$ cat config.mk
export PLATFORM = sky130hd
export DESIGN_NAME = timer_tick_mc
export DESIGN_NICKNAME = d
export VERILOG_FILES = /design/src/rtl/timer_tick_mc.sv
export SDC_FILE = /design/constraint.sdc
export NUM_CORES = 1
export LEC_CHECK = 0
export ABC_AREA = 1
export CAP_MARGIN = 25
export CELL_PAD_IN_SITES_DETAIL_PLACEMENT = 1
export CELL_PAD_IN_SITES_GLOBAL_PLACEMENT = 1
export CORE_ASPECT_RATIO = 1.4
export CORE_MARGIN = 1.5
export CORE_UTILIZATION = 32
export CTS_BUF_LIST = sky130_fd_sc_hd__clkbuf_4 sky130_fd_sc_hd__clkbuf_8
export CTS_CLUSTER_DIAMETER = 40
export DETAILED_ROUTE_END_ITERATION = 6
export GPL_TIMING_DRIVEN = 0
export PLACE_DENSITY = 0.67
export REMOVE_ABC_BUFFERS = 1
export SLEW_MARGIN = 20
export SYNTH_ARGS = -nofsm -noshare
export SYNTH_HDL_FRONTEND = slang
export SYNTH_SLANG_ARGS = --single-unit
$ cat constraint.sdc
create_clock -name clk_i -period 2 [get_ports clk_i]
set_input_delay 0.3 -clock clk_i [delete_from_list [all_inputs] [get_ports clk_i]]
set_output_delay 0.3 -clock clk_i [all_outputs]
set_load 0.02 [all_outputs]
$ cat src/rtl/timer_tick_mc.sv
// timer_tick_mc: multi-channel tick timer with a small register interface.
// Each channel has CONTROL/PERIOD/COUNTER/INFO registers, a counter with four
// modes and a sticky interrupt-pending bit.
// Optional per-channel prescaler: define TIMER_TICK_MC_PRESCALER_EN.
module timer_tick_mc #(
  parameter int unsigned NUM_CH    = 4,
  parameter int unsigned CNT_W     = 32,
  parameter int unsigned FREQUENCY = 1_000_000
) (
  input  logic              clk_i,
  input  logic              rstb_i,
  input  logic              re_i,
  input  logic              we_i,
  input  logic [4:0]        addr_i,
  input  logic [31:0]       data_i,
  output logic [31:0]       data_o,
  output logic [NUM_CH-1:0] ip_o,
  output logic              intr_o
);

  localparam logic [1:0] RegCtrl    = 2'd0;
  localparam logic [1:0] RegPeriod  = 2'd1;
  localparam logic [1:0] RegCounter = 2'd2;

  localparam logic [1:0] ModeOff     = 2'd0;
  localparam logic [1:0] ModeRestart = 2'd1;
  localparam logic [1:0] ModeOneShot = 2'd2;

  localparam logic [CNT_W-1:0] CntOne = {{(CNT_W-1){1'b0}}, 1'b1};

  logic [1:0]        mode_q    [NUM_CH];
  logic [1:0]        mode_d    [NUM_CH];
  logic [CNT_W-1:0]  period_q  [NUM_CH];
  logic [CNT_W-1:0]  period_d  [NUM_CH];
  logic [CNT_W-1:0]  counter_q [NUM_CH];
  logic [CNT_W-1:0]  counter_d [NUM_CH];
  logic [NUM_CH-1:0] ie_q, ie_d;
  logic [NUM_CH-1:0] ip_q, ip_d;
  // Marks that a one-shot channel has already signalled its match.
  logic [NUM_CH-1:0] fired_q, fired_d;

`ifdef TIMER_TICK_MC_PRESCALER_EN
  logic [7:0]        prescale_q [NUM_CH];
  logic [7:0]        prescale_d [NUM_CH];
  logic [7:0]        presc_q    [NUM_CH];
  logic [7:0]        presc_d    [NUM_CH];
`endif

  logic [NUM_CH-1:0] ch_sel;
  logic [NUM_CH-1:0] wr_ctrl;
  logic [NUM_CH-1:0] wr_period;
  logic [NUM_CH-1:0] wr_counter;
  logic [NUM_CH-1:0] tick;
  logic [NUM_CH-1:0] match;
  logic [NUM_CH-1:0] hw_set;
  logic [NUM_CH-1:0] ip_sw;

  // Not every data_i bit lands in a register in every configuration.
  logic unused_data;
  assign unused_data = ^data_i;

  // Decode the channel index and per-register write strobes.
  always_comb begin
    for (int i = 0; i < NUM_CH; i++) begin
      ch_sel[i]     = (addr_i[4:2] == 3'(i));
      wr_ctrl[i]    = we_i && ch_sel[i] && (addr_i[1:0] == RegCtrl);
      wr_period[i]  = we_i && ch_sel[i] && (addr_i[1:0] == RegPeriod);
      wr_counter[i] = we_i && ch_sel[i] && (addr_i[1:0] == RegCounter);
    end
  end

  // Tick on every enabled cycle, or every (PRESCALE+1)th one with the prescaler.
  always_comb begin
    for (int i = 0; i < NUM_CH; i++) begin
      match[i] = (counter_q[i] == period_q[i]);
`ifdef TIMER_TICK_MC_PRESCALER_EN
      // >= keeps the prescaler from running long if PRESCALE is lowered mid-count.
      tick[i]  = (mode_q[i] != ModeOff) && (presc_q[i] >= prescale_q[i]);
`else
      tick[i]  = (mode_q[i] != ModeOff);
`endif
    end
  end

  // Next-state: tick-driven counter update first, then register writes override.
  always_comb begin
    for (int i = 0; i < NUM_CH; i++) begin
      mode_d[i]    = mode_q[i];
      ie_d[i]      = ie_q[i];
      period_d[i]  = period_q[i];
      counter_d[i] = counter_q[i];
      fired_d[i]   = fired_q[i];
      ip_sw[i]     = ip_q[i];
`ifdef TIMER_TICK_MC_PRESCALER_EN
      prescale_d[i] = prescale_q[i];
      if (mode_q[i] == ModeOff || tick[i]) begin
        presc_d[i] = 8'd0;
      end else begin
        presc_d[i] = presc_q[i] + 8'd1;
      end
`endif

      // A held one-shot keeps matching; only the first match may raise ip.
      hw_set[i] = tick[i] && match[i] && ie_q[i] &&
                  !((mode_q[i] == ModeOneShot) && fired_q[i]);
      if (tick[i] && match[i] && (mode_q[i] == ModeOneShot)) begin
        fired_d[i] = 1'b1;
      end

      if (mode_q[i] == ModeOff) begin
        counter_d[i] = CntOne;
      end else if (tick[i]) begin
        case (mode_q[i])
          ModeRestart: counter_d[i] = match[i] ? CntOne : counter_q[i] + CntOne;
          ModeOneShot: counter_d[i] = match[i] ? counter_q[i] : counter_q[i] + CntOne;
          default:     counter_d[i] = counter_q[i] + CntOne;
        endcase
      end

      if (wr_ctrl[i]) begin
        mode_d[i] = data_i[1:0];
        ie_d[i]   = data_i[2];
        if (!data_i[3]) begin
          ip_sw[i] = 1'b0;
        end
        if (data_i[1:0] != mode_q[i]) begin
          fired_d[i] = 1'b0;
`ifdef TIMER_TICK_MC_PRESCALER_EN
          presc_d[i] = 8'd0;
`endif
        end
`ifdef TIMER_TICK_MC_PRESCALER_EN
        prescale_d[i] = data_i[15:8];
`endif
      end

      if (wr_period[i]) begin
        period_d[i] = data_i[CNT_W-1:0];
        fired_d[i]  = 1'b0;
      end

      if (wr_counter[i]) begin
        counter_d[i] = data_i[CNT_W-1:0];
        fired_d[i]   = 1'b0;
`ifdef TIMER_TICK_MC_PRESCALER_EN
        presc_d[i]   = 8'd0;
`endif
      end

      // Hardware set beats software clear; a disabled interrupt never pends.
      ip_d[i] = (ip_sw[i] || hw_set[i]) && ie_d[i];
    end
  end

  // Register read mux; idle or out-of-range reads return zero.
  always_comb begin
    data_o = '0;
    if (re_i) begin
      for (int i = 0; i < NUM_CH; i++) begin
        if (ch_sel[i]) begin
          case (addr_i[1:0])
            RegCtrl: begin
              data_o = {28'h0, ip_q[i], ie_q[i], mode_q[i]};
`ifdef TIMER_TICK_MC_PRESCALER_EN
              data_o[15:8] = prescale_q[i];
`endif
            end
            RegPeriod:  data_o[CNT_W-1:0] = period_q[i];
            RegCounter: data_o[CNT_W-1:0] = counter_q[i];
            default:    data_o = FREQUENCY;
          endcase
        end
      end
    end
  end

  // Channel state registers.
  always_ff @(posedge clk_i or negedge rstb_i) begin
    if (!rstb_i) begin
      ie_q    <= '0;
      ip_q    <= '0;
      fired_q <= '0;
      for (int i = 0; i < NUM_CH; i++) begin
        mode_q[i]     <= ModeOff;
        period_q[i]   <= '0;
        counter_q[i]  <= CntOne;
`ifdef TIMER_TICK_MC_PRESCALER_EN
        prescale_q[i] <= 8'd0;
        presc_q[i]    <= 8'd0;
`endif
      end
    end else begin
      ie_q    <= ie_d;
      ip_q    <= ip_d;
      fired_q <= fired_d;
      for (int i = 0; i < NUM_CH; i++) begin
        mode_q[i]     <= mode_d[i];
        period_q[i]   <= period_d[i];
        counter_q[i]  <= counter_d[i];
`ifdef TIMER_TICK_MC_PRESCALER_EN
        prescale_q[i] <= prescale_d[i];
        presc_q[i]    <= presc_d[i];
`endif
      end
    end
  end

  assign ip_o   = ip_q;
  assign intr_o = |ip_q;

endmodule

==> results of run 1 <==
-- worst max-delay path: stages (launching register included) --
cell and delay, ns:
dfrtp_1 0.40, inv_2 0.08, o22ai_2 0.16, nand2_1 0.09
nand2_1 0.08, o21ai_1 0.08, nand2_1 0.13, a21oi_2 0.09
nor3_2 0.26, buf_4 0.19
-- routing by layer --
metal	track usage, %	wire length [um]
met4	30.9	13200
met5	0	0
met2	57.4	60300
met1	35.8	44000
met3	4.88	6830
-- worst paths after layout --
check | start | endpoint | slack (ns) | cells past startpoint
worst min-delay path | rstb_i | period_q[118]$_DFFE_PN0P_ | 0.19 | 2
worst max-delay path | period_q[108]$_DFFE_PN0P_ | data_o[12] | -0.57 | 9
worst max register to register | period_q[113]$_DFFE_PN0P_ | counter_q[99]$_DFFE_PN0P_ | -0.32 | 15
max in group asynchronous | rstb_i | counter_q[0]$_DFFE_PN1P_ | 0.54 | 4
worst min register to register | period_q[65]$_DFFE_PN0P_ | period_q[65]$_DFFE_PN0P_ | 0.52 | 2
min in group clk_i | data_i[5] | period_q[101]$_DFFE_PN0P_ | 0.37 | 3
-- power groups by stage --
| stage | sequential, mW | combinational, mW | clock [mW] |
|---|---|---|---|
| 4_1_cts | 7.95 | 8.55 | 8.82 |
| 3_3_place_gp | 8.08 | 6.47 | 0 |
| 3_5_place_dp | 8.10 | 6.69 | 0 |
| 5_1_grt | 8.14 | 11.0 | 9.09 |
| 6_report | 8.04 | 10.2 | 8.76 |
| 2_1_floorplan | 7.62 | 4.30 | 0 |
-- placed cells by master, fill, tap and decap left out, types with 10 or more instances in the layout --
master	n
o21ai_0	181
xnor2_4	10
nor3_4	13
buf_16	12
nor3_2	20
buf_6	60
o21ai_1	35
a21oi_1	70
nand2_1	1271
xnor2_1	29
xor2_1	102
o22ai_1	24
a221oi_1	16
nand3_4	42
o21ai_2	23
nand3_2	51
clkbuf_4	16
dfrtp_2	107
nand2_2	162
nand2_4	37
buf_4	218
nor2_2	46
o22ai_2	13
bufinv_16	12
a21oi_2	32
nand3b_1	12
nand4_1	59
clkdlybuf4s50_1	32
inv_1	330
nor3_1	30
nor2_1	221
nor2_4	50
nand3_1	99
clkbuf_8	77
inv_2	65
buf_12	27
o221ai_1	26
dfrtp_1	165
-- through the flow --
step / hold slack, ns / std cells / instance area (sq um)
after detailed placement: 0.337 / 4439 / 23600
after global placement: 0.489 / 4413 / 23000
after CTS: 0.194 / 4744 / 29000
after floorplan: 0.00441 / 3416 / 21000
final: 0.191 / 4860 / 31200
after global routing: 0.229 / 4859 / 31200
-- kinds of logic (layout without fill, tap and decap cells) --
family / after synthesis / in the layout / share of synthesized area, %
AND/OR/NAND/NOR: 2121 / 2135 / 39.4
adder cells (fa/ha/maj): 4 / 4 / 0.227
XOR/XNOR: 149 / 149 / 5.92
AO/OA/AOI/OAI: 452 / 452 / 11.5
flip-flops: 276 / 276 / 31.4
other: 0 / 2 / 0
buffers and inverters: 608 / 922 / 11.7
-- final cells by class --
cell class	count	area, sq um	share of cell area [%]
Timing Repair inverter	10	180	0.577
Antenna cell	2	5.00	0.0160
Clock inverter	28	470	1.51
Timing Repair Buffer	377	3930	12.6
Clock buffer	93	1180	3.78
Multi-Input combinational cell	2740	15600	49.9
Sequential cell	276	7050	22.6
Inverter	414	1700	5.43
Tap cell	920	1150	3.69
-- registers in the layout (all words and copies together), names as in the netlist --
register and cells:
counter_q 128, period_q 128, mode_q 8, fired_q 4
ie_q 4, ip_o 4
-- timing repair --
| action | in CTS | in global routing |
|---|---|---|
| hold buffers | 1 | 0 |
| pin swaps | 169 | 221 |
| buffers inserted | 154 | 120 |
| cloned | 30 | 8 |
| gates resized for setup | 810 | 387 |
| endpoints found under the hold margin | 66 | 0 |
| endpoints found under the setup margin | 291 | 166 |
==> reports/results.tsv, run 1 <==
metric	value	unit
status	finished with violations	
failing checks	DRC, setup timing	
Setup TNS	-35.99	ns
top cell type's share of synthesized area	30.9	%
Cells after Synth	3610	
RePlAce Congestion	0.938	
#FFs+latches synth	276	
sw power	11.1	mW
Worst-Margin Slew	0.910	ns
Area contributors post-synth	dfrtp_1, nand2_1, inv_1	
# Max-Cap Violations	0	
Synth cell types	46	
Yosys warning total	0	
maximum vdd drop	391	uV
clock power share	32.5	%
commonest register cell after synthesis	dfrtp_1	
Leak	14.5	nW
power per cell area	863	nW/um^2
WP data required	1.70	ns
Critical Path Source Type	flip-flop	
Sw Ratio	41.1	%
first-pass GRT wire length	174	mm
Final nets	3931	
Synth async-reset ratio	100	%
Setup crit end kind	primary output	
global route overflow	0	
pre-CTS WS	-2.90	ns
Starting Density	32.4	%
combinational fraction of design power	37.7	%
RSZ-0062 raised after global routing	yes	
layout cell share with drive strength beyond 1	30.6	%
Final WS setup	-0.574	ns
vias in the first global route	26900	
Hold Fails Final Rpt	0	
drt total wl	124	mm
Filler cells	8559	
Die X	225	um
Post-synth top cells	nand2_1, inv_1, nor2_1, dfrtp_1, o21ai_0	
syn_area_per_cell	6.11	sq um
CTS H-tree depth	3	
CP Max Fanout	3	
core area	68000	sq um
Final min period	2.57	ns
total CTS buffers	67	
CP Class	reg2out	
IO Pins	78	
Core Util, Final	45.9	%
clk buf depth	3	
drt drc	6	
total track usage	33.7	%
post-DR wirelength/cell	25.6	um
number of flops mapped to enable cells by yosys	0	
DR iter-0 viols	2120	
P&R area growth vs syn	41.7	%
clk slew on worst S/H paths	0.07	ns
row count	113	
Yosys top cell by area	dfrtp_1	
PortBufs	77	
count of pins over their slew limit	0	
drt first pass iters	7	
Fmax	388	MHz
clock root buffer	clkbuf_8	
Clock Skew	0.0385	ns
via density per instance	5.50	
Vias	26700	
Die Area	70500	sq um
DP HPWL	79.7	mm
CP arrival	2.27	ns
Pwr Total	27.0	mW
Worst Hold Class	in2async	
CTS tree	yes	
clock latency on the worst-skew pair	0.72	ns
# setup viols final	163	
largest net degree at the start of global routing	78	
post-synthesis sequential area ratio	31.4	%
Internal	15.9	mW
Die Ht	314	um
most common cell in the netlist	nand2_1	
sequential share of power	29.8	%
Final period util	129	%
clock sink total	276	
Final ANT Viol Nets	0	
mapped cell area	22000	sq um
antenna violations before repair	1	
Worst slew margin	39.1	%
Note: power is estimated with default switching activity, not from simulation.
==> run 2, diff against run 1 <==
--- a/config.mk
+++ b/config.mk
@@ -17,6 +17,7 @@
 export DETAILED_ROUTE_END_ITERATION = 6
 export GPL_TIMING_DRIVEN = 0
 export PLACE_DENSITY = 0.67
+export RECOVER_POWER = 25
 export REMOVE_ABC_BUFFERS = 1
 export SLEW_MARGIN = 20
 export SYNTH_ARGS = -nofsm -noshare
==> reports/results.tsv, run 2 (synthesis results as in run 1) <==
metric	value	unit	change
drt drc	0		was 6
total track usage	33.7	%	unchanged
clock latency on the worst-skew pair	0.71	ns	was 0.72 ns
drt total wl	124	mm	about the same
global route overflow	0		unchanged
clk slew on worst S/H paths	0.07	ns	about the same
power per cell area	865	nW/um^2	was 863 nW/um^2
maximum vdd drop	397	uV	was 391 uV
DP Area	23600	sq um	unchanged
CP Max Fanout	3		unchanged
Worst Min Path Start	data_i[5]		
Die X	225	um	unchanged
via density per instance	5.50		about the same
first-pass GRT wire length	174	mm	unchanged
Clock Skew	0.0325	ns	was 0.0385 ns
Final period util	128	%	was 129%
WP data required	1.70	ns	about the same
Fmax	390	MHz	was 388 MHz
IO Pins	78		unchanged
Layout Cells excl Fill	4860		unchanged
# Max-Cap Violations	0		unchanged
CTS tree	yes		unchanged
core area	68000	sq um	unchanged
Final min period	2.56	ns	was 2.57 ns
Setup crit end kind	primary output		unchanged
Critical Path Source Type	flip-flop		unchanged
Worst-Margin Slew	1.08	ns	was 0.910 ns
Core Util, Final	45.8	%	was 45.9%
P&R area growth vs syn	41.3	%	was 41.7%
Reg2Reg Depth	15		unchanged
Reg-to-Reg Start	period_q[113]$_DFFE_PN0P_		unchanged
Worst Setup SP	period_q[108]$_DFFE_PN0P_		unchanged
clock root buffer	clkbuf_8		unchanged
total CTS buffers	67		unchanged
Leak	14.4	nW	was 14.5 nW
drt first pass iters	5		was 7
clock sink total	276		unchanged
hold slack	0.359	ns	was 0.191 ns
CP arrival	2.26	ns	was 2.27 ns
Starting Density	32.4	%	unchanged
clk buf depth	3		unchanged
# setup viols final	223		was 163
count of pins over their slew limit	0		unchanged
row count	113		unchanged
status	finished with violations		unchanged
layout cell share with drive strength beyond 1	30.5	%	was 30.6%
r2r setup slk	-0.31	ns	was -0.32 ns
Largest regs	counter_q (128), period_q (128), mode_q (8)		unchanged
post-DR wirelength/cell	25.6	um	about the same
placed cells	4439		unchanged
DR iter-0 viols	1964		was 2120
largest net degree at the start of global routing	78		unchanged
RSZ-0062 raised after global routing	yes		unchanged
Setup crit end	data_o[12]		unchanged
Vias	26700		about the same
PortBufs	77		unchanged
commonest non-fill, non-tap cell in the layout	nand2_1		unchanged
vias in the first global route	26900		unchanged
RR Endpoint	counter_q[111]$_DFFE_PN0P_		was counter_q[99]$_DFFE_PN0P_
failing checks	setup timing		was DRC, setup timing
most frequent cells in the layout	nand2_1, inv_1, nor2_1		unchanged
Finished Cell Area	31100	sq um	was 31200 sq um
Die Ht	314	um	unchanged
Final WS setup	-0.561	ns	was -0.574 ns
Final ANT Viol Nets	0		unchanged
antenna violations before repair	1		unchanged
Worst Hold Class	in2reg		was in2async
RePlAce Congestion	0.938		unchanged
Hold Fails Final Rpt	0		unchanged
CTS H-tree depth	3		unchanged
Die Area	70500	sq um	unchanged
DP HPWL	79.7	mm	unchanged
CP Class	reg2out		unchanged
Final nets	3931		unchanged
Worst slew margin	27.8	%	was 39.1%
## run 2: routing by layer
layer | vias up | global-route usage (%) | share of wire, %
met4 | 0 | 30.9 | 11
met2 | 1106 | 57.4 | 49
met1 | 13100 | 35.8 | 36
met5 | - | 0 | 0
li1 | 12000 | - | -
met3 | 538 | 4.88 | 5.3
## run 2: report_power, final
group	switching, mW	internal, mW
Clock	3.36	5.40
Sequential	1.41	6.64
Combinational	6.32	3.83
Total	11.1	15.9
## run 2: stage by stage
stage / setup slack, ns / TNS (ns) / power [mW]
3_5_place_dp: -2.90 / -565.05 / 14.8
4_1_cts: -0.557 / -25.25 / 25.3
6_report: -0.561 / -39.41 / 26.9
2_1_floorplan: -2.14 / -520.48 / 11.9
5_1_grt: -0.560 / -67.24 / 28.2
3_3_place_gp: -13.04 / -5599.21 / 14.6
## run 2: cell type report
class	count	area, sq um
Sequential cell	276	7050
Multi-Input combinational cell	2740	15600
Timing Repair Buffer	377	3870
Inverter	414	1700
Tap cell	920	1150
Clock inverter	28	470
Timing Repair inverter	10	170
Clock buffer	93	1180
Fill cell	8569	36900
Antenna cell	2	5.00
## run 2: how the worst min path moves through the flow
stage	endpoint	cells after the start
2_1_floorplan	counter_q[100]$_DFFE_PN0P_	0
3_3_place_gp	period_q[42]$_DFFE_PN0P_	2
3_5_place_dp	counter_q[120]$_DFFE_PN0P_	1
4_1_cts	period_q[61]$_DFFE_PN0P_	2
5_1_grt	period_q[101]$_DFFE_PN0P_	3
6_report	period_q[101]$_DFFE_PN0P_	3
## run 2: critical path, cell delays in order, from the launching register on
cell and delay (ns):
dfrtp_1 0.40, inv_2 0.08, o22ai_2 0.15, nand2_1 0.09
nand2_1 0.08, o21ai_1 0.08, nand2_1 0.13, a21oi_2 0.09
nor3_2 0.25, buf_4 0.19
## run 2: repair_timing
action / 4_1_cts / 5_1_grt
setup buffers: 154 / 120
endpoints found under the hold margin: 66 / 0
gates resized for setup: 810 / 387
gates cloned: 30 / 8
setup endpoints to repair: 291 / 166
hold buffers: 1 / 0
pin swaps: 169 / 221
